--- src/rtl/stopwatch_pkg.sv ---
// Shared types and constants for the stopwatch control path.
package stopwatch_pkg;

  typedef enum logic [1:0] {
    ST_IDLE  = 2'b00,
    ST_RUN   = 2'b01,
    ST_PAUSE = 2'b10,
    ST_LAP   = 2'b11
  } state_t;

  // Largest value held by a units digit and by a tens digit of MM:SS.
  localparam logic [3:0] ONES_MAX = 4'd9;
  localparam logic [3:0] TENS_MAX = 4'd5;

  // 50 MHz / 2^19 is roughly 95 divider ticks per second.
  localparam int TICKS_PER_SEC_DEF = 95;

endpackage

--- src/rtl/edge_sync.sv ---
// Three-flop synchroniser for an asynchronous level, with rising-edge detect.
module edge_sync
  import stopwatch_pkg::*;
#(
  parameter logic RESET_VAL = 1'b0
) (
  input  logic clock,
  input  logic rst,
  input  logic din,
  output logic rise
);

  logic s1, s2, s3;

  // Re-time din; s3 holds the previous synchronised level for edge detection.
  always_ff @(posedge clock or negedge rst) begin
    if (!rst) begin
      s1 <= RESET_VAL;
      s2 <= RESET_VAL;
      s3 <= RESET_VAL;
    end else begin
      s1 <= din;
      s2 <= s1;
      s3 <= s2;
    end
  end

  assign rise = s2 & ~s3;

endmodule

--- src/rtl/stopwatch_ctrl.sv ---
// Stopwatch sequencer: synchronised buttons and tick drive an idle/run/pause/lap
// FSM, a tick prescaler, a BCD MM:SS counter and a lap capture register.
module stopwatch_ctrl
  import stopwatch_pkg::*;
#(
  parameter int TICKS_PER_SEC = TICKS_PER_SEC_DEF
) (
  input  logic        clock,
  input  logic        rst,
  input  logic        tick_in,
  input  logic        btn_start,
  input  logic        btn_lap,
  input  logic        btn_clear,
  output logic [15:0] disp_time,
  output logic [1:0]  state,
  output logic        running,
  output logic        sec_pulse
);

  localparam int PRE_W = (TICKS_PER_SEC > 1) ? $clog2(TICKS_PER_SEC) : 1;
  localparam logic [PRE_W-1:0] PRE_MAX = PRE_W'(TICKS_PER_SEC - 1);

  logic tick_ev, start_ev, lap_ev, clear_ev;

  state_t            state_q, state_d;
  logic [PRE_W-1:0]  pre_q;
  logic [15:0]       time_q;
  logic [15:0]       lap_q;
  logic              sec_pulse_q;

  logic counting, inc, idle_entry, capture;

  // Advance MM:SS by one second, wrapping 59:59 to 00:00.
  function automatic logic [15:0] bcd_time_inc(input logic [15:0] t);
    logic [3:0] mt, mo, st, so;
    {mt, mo, st, so} = t;
    if (so == ONES_MAX) begin
      so = 4'd0;
      if (st == TENS_MAX) begin
        st = 4'd0;
        if (mo == ONES_MAX) begin
          mo = 4'd0;
          mt = (mt == TENS_MAX) ? 4'd0 : mt + 4'd1;
        end else begin
          mo = mo + 4'd1;
        end
      end else begin
        st = st + 4'd1;
      end
    end else begin
      so = so + 4'd1;
    end
    return {mt, mo, st, so};
  endfunction

  // Buttons reset high so a button held through reset release gives no event.
  edge_sync #(.RESET_VAL(1'b0)) u_sync_tick  (.clock(clock), .rst(rst), .din(tick_in),   .rise(tick_ev));
  edge_sync #(.RESET_VAL(1'b1)) u_sync_start (.clock(clock), .rst(rst), .din(btn_start), .rise(start_ev));
  edge_sync #(.RESET_VAL(1'b1)) u_sync_lap   (.clock(clock), .rst(rst), .din(btn_lap),   .rise(lap_ev));
  edge_sync #(.RESET_VAL(1'b1)) u_sync_clear (.clock(clock), .rst(rst), .din(btn_clear), .rise(clear_ev));

  // Ticks count only in RUN/LAP, judged on the current state, so a tick that
  // coincides with start is counted when leaving RUN but not when leaving PAUSE.
  assign counting   = (state_q == ST_RUN) || (state_q == ST_LAP);
  assign inc        = counting && tick_ev && (pre_q == PRE_MAX);
  assign idle_entry = (state_q != ST_IDLE) && (state_d == ST_IDLE);
  assign capture    = (state_q == ST_RUN) && (state_d == ST_LAP);

  // Next-state logic; earlier checks win when events coincide.
  always_comb begin
    state_d = state_q;
    case (state_q)
      ST_IDLE:  if (start_ev) state_d = ST_RUN;
      ST_RUN: begin
        if (start_ev)    state_d = ST_PAUSE;
        else if (lap_ev) state_d = ST_LAP;
      end
      ST_LAP: begin
        if (start_ev)    state_d = ST_PAUSE;
        else if (lap_ev) state_d = ST_RUN;
      end
      ST_PAUSE: begin
        if (clear_ev)      state_d = ST_IDLE;
        else if (start_ev) state_d = ST_RUN;
      end
      default: state_d = ST_IDLE;
    endcase
  end

  // State register.
  always_ff @(posedge clock or negedge rst) begin
    if (!rst) state_q <= ST_IDLE;
    else      state_q <= state_d;
  end

  // Prescaler: held in PAUSE, cleared in IDLE and on the way into it.
  always_ff @(posedge clock or negedge rst) begin
    if (!rst) begin
      pre_q <= '0;
    end else if (idle_entry || (state_q == ST_IDLE)) begin
      pre_q <= '0;
    end else if (counting && tick_ev) begin
      pre_q <= (pre_q == PRE_MAX) ? '0 : pre_q + PRE_W'(1);
    end
  end

  // Live time counter and its one-cycle increment pulse.
  always_ff @(posedge clock or negedge rst) begin
    if (!rst) begin
      time_q      <= 16'h0000;
      sec_pulse_q <= 1'b0;
    end else begin
      sec_pulse_q <= inc;
      if (idle_entry)  time_q <= 16'h0000;
      else if (inc)    time_q <= bcd_time_inc(time_q);
    end
  end

  // Lap capture takes the pre-increment time when a tick lands on the same edge.
  always_ff @(posedge clock or negedge rst) begin
    if (!rst)            lap_q <= 16'h0000;
    else if (idle_entry) lap_q <= 16'h0000;
    else if (capture)    lap_q <= time_q;
  end

  assign state     = state_q;
  assign running   = counting;
  assign sec_pulse = sec_pulse_q;
  assign disp_time = (state_q == ST_LAP) ? lap_q : time_q;

endmodule

--- config.mk ---
export PLATFORM = sky130hd
export DESIGN_NAME = stopwatch_ctrl
export DESIGN_NICKNAME = d
export VERILOG_FILES = /design/src/rtl/stopwatch_pkg.sv /design/src/rtl/edge_sync.sv /design/src/rtl/stopwatch_ctrl.sv
export SDC_FILE = /design/constraint.sdc
export NUM_CORES = 1
export LEC_CHECK = 0
export CAP_MARGIN = 10
export CORE_AREA = 2 2 73 75
export CTS_CLUSTER_DIAMETER = 80
export DETAILED_ROUTE_END_ITERATION = 16
export DIE_AREA = 0 0 75 77
export PLACE_DENSITY = 0.78
export SYNTH_ARGS = -nofsm -noshare
export SYNTH_HDL_FRONTEND = slang
export SYNTH_HIERARCHICAL = 1
export SYNTH_SLANG_ARGS = --single-unit
--- constraint.sdc ---
create_clock -name clock -period 2.24 [get_ports clock]
set_input_delay 0.224 -clock clock [delete_from_list [all_inputs] [get_ports clock]]
set_output_delay 0.224 -clock clock [all_outputs]
set_load 0.02 [all_outputs]
=== Word-level counts from Yosys, hierarchy flattened ===
Cells that the tools add are included.
Widths: inputs -> output; s select.

* Word-level logic and storage cells: 85
* Flip-flop bits (word level): 54
* Input port bits: 6

* Equality and inequality tests: 9
* Bitwise operators: 8
* Reductions and logical operators: 18
* Add/sub/neg operators: 5
* Multiplexer cells: 25

{| class="wikitable"
|+ Operators with widths
! operator !! count
|-
| $mux 16 || 5
|-
| $mux 4 || 10
|-
| $mux 7 || 3
|-
| $add 4x1->4 const B || 4
|-
| $reduce_bool 2->1 || 7
|-
| $mux 2 || 6
|-
| $eq 4x3->1 const B || 2
|-
| $eq 4x4->1 const B || 2
|-
| $pmux 2 s4 || 1
|-
| $add 7x1->7 const B || 1
|-
| $eq 7x7->1 const B || 1
|-
| $eq 2x2->1 const B || 3
|-
| $and 1x1->1 || 4
|-
| $logic_and 1x1->1 || 4
|-
| $logic_not 2->1 || 2
|-
| $not 1->1 || 4
|-
| $reduce_and 4->1 || 1
|-
| $reduce_and 3->1 || 1
|-
| $eq 2x1->1 const B || 1
|-
| $logic_or 1x1->1 || 2
|-
| $reduce_and 2->1 || 1
|}

=== Depth between registers and ports, before layout ===
Gate-level depths: netlist of run 1.

* Word-level depth: 9
* Gate-level depth with buffers: 7
* Mapped depth without buffers: 6

=== Modules after synthesis ===
The synthesis of run 1 kept the hierarchy.

{| class="wikitable"
|+ Modules (own cells, without submodules)
! module !! instances !! cells each !! seq. area each (um2) !! area each (um2)
|-
| stopwatch_ctrl || 1 || 256 || 1051.0 || 2387.3
|-
| edge_sync at u_sync_clear ... || 3 || 4 || 78.8 || 92.6
|-
| edge_sync at u_sync_tick || 1 || 4 || 75.1 || 88.8
|}

=== Worst setup path before layout of run 1 ===
No wires, ideal clock.

* Path type: reg-to-reg
* Start: register u_sync_clear.s2
* End: register time_q[7]
* Required time: 2.162 ns
* Stages on the path, launching flop included: 7
* Arrival time: 1.736 ns
* Path slack: 0.427 ns
* Path buffers: 1
* Clock period less this slack: 1.813 ns
* Cells stage by stage: dfstp_2 nor2b_4 nand3b_4 and2_1 buf_2 or4_1 a21boi_1

* Longest elaborated chain between the ends: 7

{| class="wikitable"
|+ Ends and longest elaborated chain
! item !! RTL line !! RTL
|-
| start, declared || edge_sync.sv:13 || <nowiki>logic s1, s2, s3;</nowiki>
|-
| start signal, assigned || edge_sync.sv:19 || <nowiki>s2 <= RESET_VAL;</nowiki>
|-
| start signal, assigned || edge_sync.sv:23 || <nowiki>s2 <= s1;</nowiki>
|-
| $and 1x1->1 * || edge_sync.sv:28 || <nowiki>assign rise = s2 & ~s3;</nowiki>
|-
| via clear_ev || stopwatch_ctrl.sv:23 || <nowiki>logic tick_ev, start_ev, lap_ev, clear_ev;</nowiki>
|-
| $mux 2 * || stopwatch_ctrl.sv:83 || <nowiki>if (clear_ev) state_d = ST_IDLE;</nowiki>
|-
| $pmux 2 s4 * || stopwatch_ctrl.sv:72 || <nowiki>case (state_q)</nowiki>
|-
| $logic_not 2->1 * || stopwatch_ctrl.sv:66 || <nowiki>assign idle_entry = (state_q != ST_IDLE) && (state_d == ST_IDLE);</nowiki>
|-
| $logic_and 1x1->1 * || stopwatch_ctrl.sv:66 ||
|-
| $reduce_bool 2->1 (no source line) || n/a ||
|-
| $reduce_and 2->1 (no source line) || n/a ||
|-
| end signal, assigned || stopwatch_ctrl.sv:115 || <nowiki>else if (inc) time_q <= bcd_time_inc(time_q);</nowiki>
|-
| end, declared || stopwatch_ctrl.sv:27 || <nowiki>logic [15:0] time_q;</nowiki>
|}

Mark *: on every way through the listed nets, which the timed path passes. The rest lies on a longest branch.
A chain may end at the register's enable or synchronous reset.

=== Worst setup path in the final report of run 1 ===
* Start: register state_q[1] (netlist: state[1])
* End: output port disp_time[6]

* Longest elaborated chain between the ends: 2

{| class="wikitable"
|+ Ends and longest elaborated chain
! item !! RTL line !! RTL
|-
| start, declared || stopwatch_ctrl.sv:25 || <nowiki>state_t state_q, state_d;</nowiki>
|-
| start signal, assigned || stopwatch_ctrl.sv:93 || <nowiki>else state_q <= state_d;</nowiki>
|-
| $eq 2x2->1 || stopwatch_ctrl.sv:129 || <nowiki>assign disp_time = (state_q == ST_LAP) ? lap_q : time_q;</nowiki>
|-
| $mux 16 || stopwatch_ctrl.sv:129 ||
|-
| end, declared || stopwatch_ctrl.sv:14 || <nowiki>output logic [15:0] disp_time,</nowiki>
|}

Every way passes these cells.

==> summary.md, run 1 <==
| Metric | Value |
|---|---|
| Status | `finished, final reports clean` |
| Number of max-cap violations | `0` |
| Reg area | `1360 um2` |
| Post-synth EDFFs | `0` |
| Placed cell count | `365` |
| Setup violators final | `0` |
| Cells after Synth | `around 270` |
| Commonest cells after routing, fill and taps aside | `45 x nand2_1, 45 x dfrtp_1, 24 x clkdlybuf4s50_1` |
| Setup slack, reg-to-reg | `between 0.2 and 0.3 ns` |
| R2R Path End | `time_q[11]` |
| DRC Markers | `0` |
| Core ar. | `4980 um2` |
| Finished Layout Cells | `374` |
| Worst-case reg-to-reg path depth | `6` |
| Synthesized Nets | `between 200 and 300` |
| Grt ovf | `0` |
| Drt via density | `5.43` |
| Compound-Gate Fraction of Synth Area | `0.120` |
| R2R Path Start | `pre_q[0]` |
| Sequential share of the synthesized area | `0.495` |
| Worst Max-Slew Pin Slew | `0.453 ns` |
| Synth Warn # | `6` |
| Min-delay src | `btn_clear` |
| 1st-iter DRT viols | `229` |
| Slew headroom | `0.697` |
| Worst Hold Class | `input port to flop` |
| Pins over their slew limit | `0` |
| Critical path type | `flop to output port` |
| Post-layout minimum cycle time | `~2.1 ns` |
| Sum Neg Setup Slack | `0 ns` |
| Chip height | `77 um` |
| Max rail drop VDD | `0.000617 V` |
| Number of buffers added on ports | `25` |
| Post-CTS setup buffer count | `0` |
| Min-Delay Endpoint | `u_sync_clear/s1` |
| Mean Syn Cell Area | `10.1 um2` |
| Clock-pin slew of the registers on the worst-case setup and hold paths | `about 0.090 ns` |
| Nets | `319` |
| Post-Synth XOR/XNOR Area | `0.0159` |
| Adder-cell area share of the yosys netlist | `0.0454` |
| Yosys cell types | `46` |
| Overall Global Routing Usage | `0.201` |
| Largest net degree at the start of global routing | `55` |
| Fill count | `roughly 410` |
| Vias in the first global route | `1,927` |
| ANT cells | `0` |
| Post-synth top flop | `dfrtp_1` |
| Initial antenna violation count | `0` |
| CTS sink cnt | `54` |
| WHS Path Cells | `1` |
| Area Overhead vs Synth | `17.8%` |
| Worst setup startpoint | `state[1]` |
| RSZ-0062 raised after global routing | `false` |
| Static leakage | `1.43 nW` |
| H-tree level count | `2` |
| CTS resizes | `0` |
| Fin area | `3240 um2` |
| WL per Instance | `14.1 um` |
| GPL Wtd Cong | `~0.79` |
| Post-DP HPWL | `around 3700 um` |
| Via count | `between 2,000 and 2,500` |
| CP Data Required Time | `2.02 ns` |
| CP max FO | `10` |
| Util after Layout | `0.652` |
| Die Area | `5780 um2` |
| Seq cells post-synth | `54` |
| Num rows | `26` |
| Final hold viol count | `0` |
| Critical Path End Type | `output port` |
| Crit path launch type | `flop` |
| Post-Synth Simple-Gate Area | `0.209` |
| Clock skew | `0.00979 ns` |
| 1st-pass router iterations | `4` |
| Count of boundary I/O pins | `26` |
| Post-synthesis cell area | `2750 um2` |
| Share of cells above drive strength 1 | `0.181` |
| Detail Route Antenna Nets | `0` |
| Clock latency on the worst-skew pair | `around 0.31 ns` |
| Asr flop ratio synth | `1.00` |
| Area post-placement | `3120 um2` |
| Tot Pwr | `0.00245 W` |
| CTS Buffer Depth | `2` |
| Initial Util | `0.553` |
| Area of the multi-input gates | `1290 um2` |
| TritonCTS clock tree | `yes` |
| Num CTS Buffers | `5` |
| Cell Pwr Density | `754 nW/um2` |
| Fmax | `0.473 GHz` |
| Final Cycle Share | `0.944` |
| Final WL | `between 5000 and 6000 um` |
| Root Driver | `clkbuf_8` |
| Worst Path Arrival | `around 1.9 ns` |
| Proportion of synthesized area in mux cells | `0.0772` |
| Hold Buf Count CTS | `1` |
| First-pass GRT wire length | `8920 um` |
| Chip Width | `~75 um` |
| Largest family of logic cells by synthesized area | `simple AND/OR/NAND/NOR gates` |
[logic make-up (layout without fill, tap and decap cells)]
kind of cell	after synthesis	count (layout)
xor+xnor	5	5
compound gates	53	53
buf+inv	25	57
simple gates	106	106
flops	54	54
fa+ha+maj	10	10
mux	19	19
[sequential cells by signal, indices dropped and copies added, names as in the netlist, 2 cells and up]
signal  flops
lap_q      16
time_q     16
pre_q       7
state       2
[power breakdown]
part	internal, W	total (W)	switching (W)
clock	0.000334	0.000653	0.000319
sequential	0.00105	0.00111	0.0000629
combinational	0.000304	0.000682	0.000378
[stage by stage]
| stage | hold slack (ns) | worst slack (ns) |
|---|---|---|
| 2_1_floorplan | -0.0716 | 0.427 |
| 4_1_cts | 0.304 | 0.116 |
| 3_3_place_gp | 0.238 | 0.359 |
| 3_5_place_dp | 0.241 | 0.280 |
| 5_1_grt | 0.302 | 0.0501 |
| 6_report | 0.315 | 0.125 |
[synthesized netlist by cell type, drive strengths merged, types with 6 or more instances]
cell / number / area [um2]
a21oi: 18 / 90.1
buf: 8 / 38.8
dfrtp: 45 / 1130
dfstp: 9 / 236
ha: 10 / 125
inv: 12 / 45.0
mux2: 18 / 203
nand2: 45 / 169
nand3: 9 / 45.0
nor2: 10 / 37.5
nor2b: 9 / 86.3
o21ai: 10 / 50.0
o31ai: 6 / 45.0
[worst max-delay path, stage by stage, from the launching register on]
cell	delay (ns)
dfrtp_1	0.39
nand2_1	0.09
buf_4	0.21
mux2_2	0.36
clkdlybuf4s50_1	0.54
[how the worst max path moves through the flow]
stage,end,slack [ns],cells after the start
floorplan,time_q[7],0.43,6
detailed placement,time_q[11],0.28,6
finish,disp_time[6],0.12,4
global route,disp_time[6],0.05,4
CTS,disp_time[6],0.12,4
global placement,time_q[11],0.36,6
[routing by layer]
| layer | up-vias | track usage | part of all wire |
|---|---|---|---|
| met3 | 9 | 0.0447 | 0.035 |
| met1 | 973 | 0.284 | 0.48 |
| li1 | 1012 | - | - |
| met4 | 0 | 0.0679 | 0.013 |
| met5 | - | 0 | 0 |
| met2 | 36 | 0.304 | 0.47 |
[area by class of cell]
type	instances	share of cell area
repair buffers	37	0.108
well taps	70	0.0270
flip-flops and latches	54	0.420
clock buffers	6	0.0224
clock inverters	2	0.0116
inverters	12	0.0139
multi-input cells	193	0.397
Power figures use the tool's default switching activity.
==> run 2, diff against run 1 <==
ABC_AREA = 1   (was default)
CORE_AREA = 4 4 75 77   (was 2 2 73 75)
DIE_AREA = 0 0 79 81   (was 0 0 75 77)
PLACE_DENSITY = 0.77   (was 0.78)
==> summary.md, run 2 <==
| Metric | Value |
|---|---|
| Status | `finished, final reports clean` |
| Hold Buf Count CTS | `0` |
| Vias in the first global route | `2,062` |
| Seq cells post-synth | `54` |
| Number of buffers added on ports | `25` |
| Max rail drop VDD | `0.000484 V` |
| Synthesized Nets | `328` |
| Share of cells above drive strength 1 | `0.144` |
| Num CTS Buffers | `5` |
| Post-synth top area share | `0.411` |
| TritonCTS clock tree | `yes` |
| Biggest regs | `lap_q (16), time_q (16), pre_q (7)` |
| Cell Pwr Density | `678 nW/um2` |
| Static leakage | `approximately 1.5 nW` |
| Slowest stage cell, crit path | `clkdlybuf4s50_1` |
| H-tree level count | `2` |
| Grt ovf | `0` |
| Cells after Synth | `312` |
| Post-synthesis cell area | `2740 um2` |
| Crit-path cells | `nand2_1 -> buf_6 -> nand2_1 -> o21ai_0 -> clkdlybuf4s50_1` |
| Reg area | `1360 um2` |
| CP Data Required Time | `a little over 2 ns` |
| DRC Markers | `0` |
| CTS sink cnt | `54` |
| First-pass GRT wire length | `between 9000 and 10,000 um` |
| Num rows | `26` |
| Pins over their slew limit | `0` |
| Synth top area cells | `dfrtp_1 41%, nand2_1 9.2%, dfstp_2 8.6%, inv_1 6.2%, ha_1 4.6%` |
| Cell taking the most area after synthesis | `dfrtp_1` |
| Clock latency on the worst-skew pair | `between 0.3 and 0.4 ns` |
| Chip Width | `79 um` |
| Root Driver | `clkbuf_8` |
| Drt via density | `slightly above 5` |
| Worst-case reg-to-reg path depth | `7` |
| CP max FO | `33` |
| CTS Buffer Depth | `2` |
| Post-synth top flop | `dfrtp_1` |
| Count of boundary I/O pins | `26` |
| Critical Path End Type | `output port` |
| Nets | `356` |
| Area post-placement | `about 3100 um2` |
| Post-layout minimum cycle time | `2.06 ns` |
| 1st-iter DRT viols | `69` |
| Slew headroom | `0.563` |
| Core ar. | `5010 um2` |
| Util after Layout | `0.634` |
| RSZ-0062 raised after global routing | `false` |
| Crit path launch type | `flop` |
| Clock skew | `0.0102 ns` |
| Chip height | `81 um` |
| Post-synth EDFFs | `0` |
| Commonest non-fill, non-tap cell in the layout | `nand2_1` |
| 1st-pass router iterations | `5` |
| Cell mode on critical path | `nand2_1` |
| Initial Util | `0.547` |
| Final Cycle Share | `0.920` |
| Worst Path Arrival | `1.84 ns` |
| Final hold viol count | `0` |
| Setup violators final | `0` |
| Fill count | `443` |
| Worst Hold Class | `input port to async pin` |
| Critical path type | `flop to output port` |
| Asr flop ratio synth | `1.00` |
| Initial antenna violation count | `0` |
| Fmax | `0.485 GHz` |
| Overall Global Routing Usage | `0.178` |
| Largest stage delay, worst path | `0.65 ns` |
| ANT cells | `0` |
| Fin area | `3170 um2` |
| Area Overhead vs Synth | `15.9%` |
| Post-DP HPWL | `3510 um` |
| Detail Route Antenna Nets | `0` |
| Synth Warn # | `6` |
| Die Area | `6400 um2` |
| Most common cell in the netlist | `nand2_1` |
| Area of the multi-input gates | `1150 um2` |
| GPL Wtd Cong | `0.846` |
| Largest net degree at the start of global routing | `55` |
| Most common library cells after synthesis | `67 x nand2_1, 45 x dfrtp_1, 45 x inv_1` |
| Mean Syn Cell Area | `8.78 um2` |
| Sum Neg Setup Slack | `0 ns` |
| Final WL | `around 5100 um` |
| Clock-pin slew of the registers on the worst-case setup and hold paths | `0.10 ns` |
| Worst Max-Slew Pin Slew | `about 0.66 ns` |
| Commonest cells after routing, fill and taps aside | `67 x nand2_1, 45 x inv_1, 45 x dfrtp_1` |
| WL per Instance | `12.3 um` |
| Via count | `around 2,100` |
| Hold Slack | `0.0185 ns` |
| Number of max-cap violations | `0` |
| Yosys cell types | `32` |
| Sequential share of the synthesized area | `0.497` |
run 2: where the power goes:
part	leakage, nW	switching, W	internal [W]
clock	0.0441	0.000320	0.000220
sequential	0.712	0.0000401	0.00103
combinational	0.700	0.000347	0.000196
total	1.46	0.000706	0.00145
run 2: critical path: cells and delay by family (launching register included):
family | cells | cell delay (ns)
buf+inv | 2 | 0.88
simple gates | 2 | 0.15
flops | 1 | 0.39
compound gates | 1 | 0.10
run 2: what timing repair did:
action                     4_1_cts  5_1_grt
setup buffers                    0        0
resized for setup                0        1
setup endpoints to repair        0        5
run 2: logic make-up (layout without fill, tap and decap cells):
kind of cell | count (synthesis) | count (layout) | synth area share
AOI/OAI and AO/OA | 53 | 53 | 0.120
xor gates and xnor gates | 4 | 4 | 0.0128
adders and majority gates | 10 | 10 | 0.0457
buffers and inverters | 58 | 87 | 0.0836
DFF | 54 | 54 | 0.497
and+or+nand+nor | 133 | 133 | 0.241
run 2: per-stage QoR:
| step | worst slack [ns] | cells | power (W) |
|---|---|---|---|
| finish | 0.180 | 411 | 0.00215 |
| global route | 0.0454 | 411 | 0.00229 |
| CTS | 0.102 | 411 | 0.00218 |
| detailed placement | 0.447 | 403 | 0.00163 |
| global placement | 0.485 | 403 | 0.00162 |
| floorplan | 0.589 | 312 | 0.00144 |
run 2: final timing paths:
path | slack [ns] | endpoint | from
worst min register to register | 0.36 | u_sync_start/s2 | u_sync_start/s1
worst max register to register | 0.45 | lap_q[6] | u_sync_clear/s2
worst min-delay path | 0.02 | pre_q[2] | rst
max in group asynchronous | 1.78 | u_sync_tick/s3 | rst
worst max-delay path | 0.18 | disp_time[11] | state[1]
min in group clock | 0.32 | u_sync_lap/s1 | btn_lap
run 2: final cells by class:
class / instances / area share
clock buffers: 5 / 0.0217
flip-flops and latches: 54 / 0.429
clock inverters: 3 / 0.00670
multi-input cells: 200 / 0.361
well taps: 70 / 0.0276
repair buffers: 31 / 0.0966
inverters: 48 / 0.0568
run 2: routing by layer:
metal,vias to the layer above,part of all wire,global-route usage
met3,4,0.022,0.0366
met2,22,0.47,0.299
met1,987,0.50,0.234
met4,0,0.0055,0.0498
met5,-,0,0
li1,1079,-,-
